<file path="src/rtl/wishbone_nn_stream_bridge.sv">
// Wishbone slave feeding an NN core through an input FIFO and collecting class IDs in an output FIFO.
// Optional interrupt output is built when the macro WB_NN_IRQ_EN is defined.

module wishbone_nn_stream_bridge_fifo #(
  parameter int WIDTH = 8,
  parameter int DEPTH = 8
) (
  input  logic                       clk_i,
  input  logic                       rst_i,
  input  logic                       flush_i,
  input  logic                       push_i,
  input  logic                       pop_i,
  input  logic [WIDTH-1:0]           data_i,
  output logic [WIDTH-1:0]           data_o,
  output logic [$clog2(DEPTH+1)-1:0] count_o,
  output logic                       full_o,
  output logic                       empty_o
);
  localparam int AW = $clog2(DEPTH);
  localparam int CW = $clog2(DEPTH+1);

  logic [WIDTH-1:0] mem_q [DEPTH];
  logic [AW-1:0]    wr_ptr_q, rd_ptr_q;
  logic [CW-1:0]    count_q, count_d;
  logic             do_push, do_pop;

  // Full/empty come from the pre-edge count, so a push on a full FIFO is refused even with a pop.
  assign full_o  = (count_q == CW'(DEPTH));
  assign empty_o = (count_q == '0);
  assign do_push = push_i & ~full_o;
  assign do_pop  = pop_i & ~empty_o;
  assign count_d = count_q + CW'(do_push) - CW'(do_pop);
  assign data_o  = mem_q[rd_ptr_q];
  assign count_o = count_q;

  always_ff @(posedge clk_i or posedge rst_i) begin
    if (rst_i) begin
      wr_ptr_q <= '0;
      rd_ptr_q <= '0;
      count_q  <= '0;
    end else if (flush_i) begin
      wr_ptr_q <= '0;
      rd_ptr_q <= '0;
      count_q  <= '0;
    end else begin
      if (do_push) wr_ptr_q <= wr_ptr_q + 1'b1;
      if (do_pop)  rd_ptr_q <= rd_ptr_q + 1'b1;
      count_q <= count_d;
    end
  end

  always_ff @(posedge clk_i) begin
    if (do_push) mem_q[wr_ptr_q] <= data_i;
  end
endmodule

module wishbone_nn_stream_bridge #(
  parameter logic [31:0] BASE_ADDR = 32'h3000_0000,
  parameter int          IN_WIDTH  = 32,
  parameter int          OUT_WIDTH = 8,
  parameter int          IN_DEPTH  = 8,
  parameter int          OUT_DEPTH = 8
) (
  input  logic                 wb_clk_i,
  input  logic                 wb_rst_i,
  input  logic                 wbs_stb_i,
  input  logic                 wbs_cyc_i,
  input  logic                 wbs_we_i,
  input  logic [3:0]           wbs_sel_i,
  input  logic [31:0]          wbs_dat_i,
  input  logic [31:0]          wbs_adr_i,
  output logic                 wbs_ack_o,
  output logic [31:0]          wbs_dat_o,
  output logic [IN_WIDTH-1:0]  nn_in_data,
  output logic                 nn_in_valid,
  input  logic                 nn_in_ready,
  input  logic [OUT_WIDTH-1:0] nn_out_data,
  input  logic                 nn_out_valid,
  output logic                 nn_out_ready
`ifdef WB_NN_IRQ_EN
  ,output logic                irq_o
`endif
);
  localparam logic [31:0] ADR_DATA = BASE_ADDR;
  localparam logic [31:0] ADR_STAT = BASE_ADDR + 32'h4;
  localparam logic [31:0] ADR_CTRL = BASE_ADDR + 32'h8;
  localparam int ICW = $clog2(IN_DEPTH+1);
  localparam int OCW = $clog2(OUT_DEPTH+1);

  logic                 ack_q;
  logic [31:0]          dat_q, rdata_d, status_w;
  logic                 ovf_q, udf_q, irq_bit;
  logic                 sel_data, sel_stat, sel_ctrl, hit;
  logic                 wr_data, rd_data, wr_ctrl, flush, clr_flags;
  logic [ICW-1:0]       in_cnt;
  logic [OCW-1:0]       out_cnt;
  logic                 in_full, in_empty, out_full, out_empty;
  logic [OUT_WIDTH-1:0] out_head;
  logic                 unused_inputs;

  assign unused_inputs = ^{wbs_sel_i, wbs_dat_i};

  assign sel_data  = (wbs_adr_i == ADR_DATA);
  assign sel_stat  = (wbs_adr_i == ADR_STAT);
  assign sel_ctrl  = (wbs_adr_i == ADR_CTRL);
  // Qualifying with !ack_q forces a one-cycle gap between consecutive accesses.
  assign hit       = wbs_stb_i & wbs_cyc_i & (sel_data | sel_stat | sel_ctrl) & ~ack_q;
  assign wr_data   = hit & wbs_we_i & sel_data;
  assign rd_data   = hit & ~wbs_we_i & sel_data;
  assign wr_ctrl   = hit & wbs_we_i & sel_ctrl;
  assign flush     = wr_ctrl & wbs_dat_i[0];
  assign clr_flags = wr_ctrl & wbs_dat_i[1];

  assign nn_in_valid  = ~in_empty;
  assign nn_out_ready = ~out_full;
  assign wbs_ack_o    = ack_q;
  assign wbs_dat_o    = dat_q;

  wishbone_nn_stream_bridge_fifo #(.WIDTH(IN_WIDTH), .DEPTH(IN_DEPTH)) u_in_fifo (
    .clk_i   (wb_clk_i),
    .rst_i   (wb_rst_i),
    .flush_i (flush),
    .push_i  (wr_data),
    .pop_i   (nn_in_valid & nn_in_ready),
    .data_i  (wbs_dat_i[IN_WIDTH-1:0]),
    .data_o  (nn_in_data),
    .count_o (in_cnt),
    .full_o  (in_full),
    .empty_o (in_empty)
  );

  wishbone_nn_stream_bridge_fifo #(.WIDTH(OUT_WIDTH), .DEPTH(OUT_DEPTH)) u_out_fifo (
    .clk_i   (wb_clk_i),
    .rst_i   (wb_rst_i),
    .flush_i (flush),
    .push_i  (nn_out_valid & nn_out_ready),
    .pop_i   (rd_data),
    .data_i  (nn_out_data),
    .data_o  (out_head),
    .count_o (out_cnt),
    .full_o  (out_full),
    .empty_o (out_empty)
  );

  function automatic logic [7:0] sat8(input logic [31:0] v);
    return (v > 32'd255) ? 8'hFF : v[7:0];
  endfunction

  assign status_w = {11'b0, irq_bit, udf_q, ovf_q, out_empty, in_full,
                     sat8(32'(out_cnt)), sat8(32'(in_cnt))};

  always_comb begin
    rdata_d = '0;
    if (sel_data && !out_empty) rdata_d[OUT_WIDTH-1:0] = out_head;
    else if (sel_stat)          rdata_d = status_w;
  end

  always_ff @(posedge wb_clk_i or posedge wb_rst_i) begin
    if (wb_rst_i) begin
      ack_q <= 1'b0;
      dat_q <= '0;
      ovf_q <= 1'b0;
      udf_q <= 1'b0;
    end else begin
      ack_q <= hit;
      dat_q <= (hit && !wbs_we_i) ? rdata_d : 32'h0;
      if (clr_flags) begin
        ovf_q <= 1'b0;
        udf_q <= 1'b0;
      end
      if (wr_data && in_full)  ovf_q <= 1'b1;
      if (rd_data && out_empty) udf_q <= 1'b1;
    end
  end

`ifdef WB_NN_IRQ_EN
  logic irq_q, mask_q;

  always_ff @(posedge wb_clk_i or posedge wb_rst_i) begin
    if (wb_rst_i) begin
      irq_q  <= 1'b0;
      mask_q <= 1'b0;
    end else begin
      irq_q <= ~mask_q & (~out_empty | ovf_q | udf_q);
      if (wr_ctrl) mask_q <= wbs_dat_i[2];
    end
  end

  assign irq_o   = irq_q;
  assign irq_bit = irq_q;
`else
  assign irq_bit = 1'b0;
`endif
endmodule

</file>
<file path="config.mk">
export PLATFORM = sky130hd
export DESIGN_NAME = wishbone_nn_stream_bridge
export DESIGN_NICKNAME = d
export VERILOG_FILES = /design/src/rtl/wishbone_nn_stream_bridge.sv
export SDC_FILE = /design/constraint.sdc
export NUM_CORES = 1
export LEC_CHECK = 0
export CAP_MARGIN = 10
export CORE_ASPECT_RATIO = 1.4
export CORE_MARGIN = 2
export CORE_UTILIZATION = 43
export CTS_CLUSTER_SIZE = 40
export DETAILED_ROUTE_END_ITERATION = 10
export PLACE_DENSITY_LB_ADDON = 0.12
export REMOVE_ABC_BUFFERS = 1
export SLEW_MARGIN = 5
export SYNTH_ARGS = -nofsm -noshare
export SYNTH_HDL_FRONTEND = slang
export SYNTH_SLANG_ARGS = --single-unit
</file>
<file path="constraint.sdc">
create_clock -name wb_clk_i -period 8.17 [get_ports wb_clk_i]
set_input_delay 2.0425 -clock wb_clk_i [delete_from_list [all_inputs] [get_ports wb_clk_i]]
set_output_delay 2.0425 -clock wb_clk_i [all_outputs]
set_load 0.02 [all_outputs]
</file>
# Yosys cells after proc, flatten, opt, wreduce, memory -nomap -nowiden
# Memory sizes are Yosys's and may differ from the RTL's.
# Cells that the tools add are included.
[word_totals] regBits=55 mem_bits_rw=320 in_bits=83 output_inout_bits=67 elab_cells=84 n_memories=2
[op_classes] addsub=8 n_eq_ne=5 muxes=21 bitwise_logic=24 n_reduce_logical=14
[memory_table] name="u_in_fifo.mem_q" words=8 width=32 rd=1 rd_ports_with_merged_regs=0 write_ports=1 line_no="22" text="logic [WIDTH-1:0] mem_q [DEPTH];"
[memory_table] name="u_out_fifo.mem_q" words=8 width=8 rd=1 rd_ports_with_merged_regs=0 write_ports=1 line_no="22"
[op_table] op="$eq 32x30->1 const B" count=3
[op_table] op="$mux 32" count=1
[op_table] op="$mux 24" count=1
[op_table] op="$mux 3" count=8
[op_table] op="$mux 20" count=1
[op_table] op="$and 1x1->1" count=16
[op_table] op="$add 3x1->3 const B" count=4
[op_table] op="$reduce_bool 2->1" count=6
[op_table] op="$add 4x1->4" count=2
[op_table] op="$eq 4x4->1 const B" count=2
[op_table] op="$logic_not 4->1" count=2
[op_table] op="$mux 4" count=2
[op_table] op="$mux 8" count=1
[op_table] op="$sub 4x1->4" count=2
[op_table] op="$mux 1" count=7
[op_table] op="$not 1->1" count=6
[op_table] op="$logic_and 1x1->1" count=4
[op_table] op="$logic_not 1->1" count=2
[op_table] op="$or 1x1->1" count=2

# Depth between registers and ports, before layout
[depth] ltp_word=11 depth_mapped=14 mapped_depth_nobuf=12

# Cells and area by module
# Synthesis repeated with hierarchy kept, for this count alone.
[hier_totals] hier_cells=712 area_unflattened_um2=14527.7
[by_module_without_submodules] module="wishbone_nn_stream_bridge_fifo at u_in_fifo" n_inst=1 cells_per_inst=444 area_each_um2=10291.1 seq_area_each_um2=7937.6
[by_module_without_submodules] module="wishbone_nn_stream_bridge_fifo at u_out_fifo" n_inst=1 cells_per_inst=167 area_each_um2=3141.8 seq_area_each_um2=2172.1
[by_module_without_submodules] module="wishbone_nn_stream_bridge" n_inst=1 cells_per_inst=101 area_each_um2=1094.8 seq_area_each_um2=475.5

# Worst setup path before layout
# Ideal clock, no wire load.
[synth_timing] path_kind="input to register" startpoint="input port wbs_adr_i[26]" endpoint="memory u_in_fifo.mem_q[7][0] in the netlist's numbering, enable pin" setup_ns=0.502 arrival_time_ns=6.324 required_time_ns=7.668 slack_ns=1.344 cell_stages=6 path_buffers=2 cell_sequence="nor4bb_1 -> nand4_1 -> or3_1 -> buf_2 -> buf_2 -> nor4_1"
[synth_between] elab_chain_len=10 elab_cells_between_ends=12 classes_between="3 x eq/ne; 2 x mux; 7 x bitwise"
[synth_rtl] element="from (decl)" line_no="71" text="input logic [31:0] wbs_adr_i,"
[synth_rtl] element="$eq 32x30->1 (on tied branches)" line_no="103, 104"
[synth_rtl] element="$or 1x1->1 (2 in series)" line_no="107" text="assign hit = wbs_stb_i & wbs_cyc_i & (sel_data | sel_stat | sel_ctrl) & ~ack_q;"
[synth_rtl] element="$and 1x1->1 (2 in series)" line_no="107"
[synth_rtl] element="$and 1x1->1" line_no="108" text="assign wr_data = hit & wbs_we_i & sel_data;"
[synth_rtl] element="$and 1x1->1 *" line_no="108"
[synth_rtl] element="$and 1x1->1 *" line_no="30" text="assign do_push = push_i & ~full_o;"
[synth_rtl] element="$mux 1 *" line_no="53" text="if (do_push) mem_q[wr_ptr_q] <= data_i;"
[synth_rtl] element="$mux 1 (not written as such) *" line_no="53"
[synth_rtl] element="to (decl)" line_no="22"
# Every way passes the cells marked *; elsewhere a longest branch is shown, timed or not.

# Final worst setup path
[layout_timing] startpoint="register u_in_fifo.rd_ptr_q[0]" endpoint="output port nn_in_data[5]"
[layout_between] elab_chain_len=1
[layout_rtl] element="from (decl)" line_no="23" text="logic [AW-1:0] wr_ptr_q, rd_ptr_q;"
[layout_rtl] element="from (signal assigned)" line_no="47" text="if (do_pop) rd_ptr_q <= rd_ptr_q + 1'b1;"
[layout_rtl] element="$mem_v2 8x32"
[layout_rtl] element="to (decl)" line_no="74" text="output logic [IN_WIDTH-1:0] nn_in_data,"
# No other way between the ends.

==> results.py <==
metrics = {
    "timing": {
        "finalSetupViolCount": 0,
        "hold_viol_final": 0,
        "slew_violations": 0,
        "max_freq_mhz": 179.2,
        "fin_ws_ns": 2.588,
        "fin_crit_ns": 5.582,
        "whs_ns": 0.5375,
        "slew_headroom_pct": 32.37,
        "fin_setup_tns_ns": 0,
        "skew_ns": 0.01455,
        "rsz0062_at_grt": "false",
        "fin_crit_sh_pct": 68.32,
        "tightest_slew_ns": 1.014,
    },
    "clocking": {
        "cts_tree": "done",
        "postCtsResizedCells": 0,
        "clkLatencyLatePin_ns": 0.51,
        "cts.sinks": 359,
        "clock-root-buffer": "clkbuf_16",
        "numCtsBuffers": 35,
        "cts-hold-fix-buffers": 0,
        "clockBufferDepth": 3,
        "htreeDepth": 2,
        "postCtsSetupBuffers": 0,
        "clk_pin_slew_ns": 0.06,
    },
    "die": {
        "start_util_pct": 43.41,
        "coreArea_mm2": 0.03301,
        "dieArea_mm2": 0.03483,
        "num_rows": 79,
        "die_w_um": 158.3,
        "ios": 150,
        "die_y_um": 220.0,
    },
    "run_status": {
        "status": "completed",
    },
    "final_layout": {
        "utilization_pct": 52.02,
        "drive_above_1_share_pct": 22.46,
        "stdcell_area_mm2": 0.01717,
        "multi_input_area_mm2": 0.003471,
        "n_fill_cell": 2692,
        "seq_area_mm2": 0.01059,
        "final_nets": 956,
        "area_growth_pct": 19.83,
    },
    "worst_setup_path": {
        "reg2reg_slack_ns": 5.31,
        "reg2reg_to": "u_out_fifo.count_o[2]",
        "crit_start": "u_in_fifo.rd_ptr_q[0]",
        "startpoint_type": "flop",
        "worst-path-max-fanout": 49,
        "endpoint_kind": "output pin",
        "worst_ep_arrival_time_ns": 3.54,
        "crit_end": "nn_in_data[5]",
        "rr_startpoint": "u_out_fifo.count_o[2]",
        "critPathRequiredTime_ns": 6.13,
        "worstRegToRegCells": 11,
        "path_class": "reg -> out",
    },
    "synthesis": {
        "ys_ff_latch": 359,
        "synthCells": 711,
        "synth_edf_count": 320,
        "yosysWarnings": 0,
        "netlist_area_mm2": 0.01433,
        "synth-main-ff-cell": "edfxtp_1",
        "async_reset_ff_share_pct": 10.86,
        "yosysSeqAreaShare_pct": 73.86,
        "yosys.cell_types.count": 45,
        "syn_avg_cell_area_um2": 20.16,
    },
    "placed_design": {
        "port_buffers": 129,
        "post_dp_cell_area_mm2": 0.01612,
        "routabilityCongestion": 0.7836,
        "place_ws_ns": 2.550,
        "place_hpwl_um": 17190,
    },
    "power_and_ir_drop": {
        "leakage_nw": 5.583,
        "power_density_mw_per_mm2": 293.6,
        "ir_drop_uv": 171.8,
    },
    "grt": {
        "grt_usage_pct": 17.29,
        "antenna_found_initial": 3,
        "grt_overflow": 0,
        "grt_pass1_vias": 7775,
        "grt_pass1_wl_um": 44350,
        "grt_max_degree": 51,
    },
    "routing": {
        "drt-pass1-iter-count": 4,
        "drt-total-wl_um": 29410,
        "post_drt_wl_per_cell_um": 22.18,
        "drt-initial-drc-count": 329,
        "via_count": 7088,
        "drc": 0,
        "ant_nets": 0,
        "viasPerCell": 5.345,
    },
    "hold_path": {
        "hold_path_class": "reg -> reg",
    },
    "flow_run": {
        "cap_violations": 0,
    },
}
-- report_power, final --
group / switching, mW / internal (mW)
Combinational: 0.606 / 0.726
Sequential: 0.135 / 2.09
Clock: 0.637 / 0.849
Total: 1.38 / 3.66
-- sequential cells by signal, summed over array words and instances (netlist names) --
name / flops
u_in_fifo.mem_q: 256
u_out_fifo.mem_q: 64
wbs_dat_o: 16
u_in_fifo.count_o: 4
u_out_fifo.count_o: 4
u_in_fifo.rd_ptr_q: 3
u_in_fifo.wr_ptr_q: 3
u_out_fifo.rd_ptr_q: 3
u_out_fifo.wr_ptr_q: 3
ovf_q: 1
udf_q: 1
wbs_ack_o: 1
-- layout by cell type (no fill, tap or decap), types with 6 or more instances in the layout --
master | synthesis | routed
edfxtp_1 | 320 | 320
dfrtp_1 | 39 | 36
clkinv_1 | 0 | 7
mux4_2 | 80 | 80
nor4_1 | 26 | 18
nand3_1 | 7 | 7
buf_4 | 17 | 18
nor4_2 | 0 | 8
clkdlybuf4s50_1 | 0 | 129
nor2_1 | 16 | 16
a21oi_1 | 6 | 6
inv_1 | 21 | 21
conb_1 | 1 | 16
clkbuf_1 | 20 | 7
mux2i_1 | 8 | 8
mux2_2 | 32 | 32
clkbuf_16 | 0 | 35
ha_1 | 16 | 16
nand2_1 | 12 | 12
o41ai_1 | 11 | 11
-- worst max-delay path: stages, from the launching register on --
cell	delay [ns]
dfrtp_4	1.09
buf_4	0.50
mux4_2	0.54
mux2_2	0.29
clkdlybuf4s50_1	0.55
-- cell usage after synthesis (all sizes together), types with 6 or more instances --
library cell	number	area [µm²]
ha	16	200.2
clkbuf	20	75.07
a21oi	6	30.03
mux2i	8	80.08
dfrtp	39	975.9
mux4	80	1802
nand3	7	35.03
buf	35	227.7
nor2	17	66.32
inv	21	78.83
nor4	26	162.7
o41ai	11	96.34
mux2	32	360.4
nand2	12	45.04
edfxtp	320	9609
-- per-stage QoR --
stage	total power, mW	instances
final	5.043	1326
after global routing	5.286	1323
after CTS	5.125	1322
after detailed placement	3.627	1263
after global placement	3.590	1263
after floorplan	3.136	671
-- per-layer routing --
| layer | part of all wire [%] | routed length, µm | global-route usage (%) |
|---|---|---|---|
| met5 | 0 | 0 | 0 |
| met1 | 38 | 11320 | 20.54 |
| met4 | 2.8 | 809 | 6.036 |
| met3 | 4.7 | 1397 | 3.559 |
| met2 | 54 | 15880 | 31.04 |
-- worst min-delay path by stage --
stage | start | to | slack (ns) | depth (start not counted)
final | udf_q | wbs_dat_o[19] | 0.54 | 2
after global routing | udf_q | wbs_dat_o[19] | 0.57 | 2
after CTS | udf_q | wbs_dat_o[19] | 0.53 | 2
after global placement | udf_q | udf_q | 0.49 | 2
after detailed placement | ovf_q | ovf_q | 0.51 | 2
after floorplan | ovf_q | ovf_q | 0.46 | 2
-- layout make-up --
class,count,share of cell area (%)
Antenna cell,4,0.05829
Clock buffer,42,5.253
Clock inverter,17,0.7942
Inverter,21,0.4590
Multi-Input combinational cell,291,20.21
Sequential cell,359,61.68
Tap cell,445,3.242
Timing Repair Buffer,147,8.306
-- kinds of logic (layout without fill, tap and decap cells) --
group,Yosys count,in the layout,share of synthesized area (%)
other cells,1,20,0.02617
buf+inv,76,227,2.663
simple gates,99,99,4.077
fa+ha+maj,18,18,1.676
flops,359,359,73.86
xor+xnor,7,7,0.4278
mux,120,120,15.65
compound gates,31,31,1.624
Note: power is estimated with default switching activity, not from simulation.
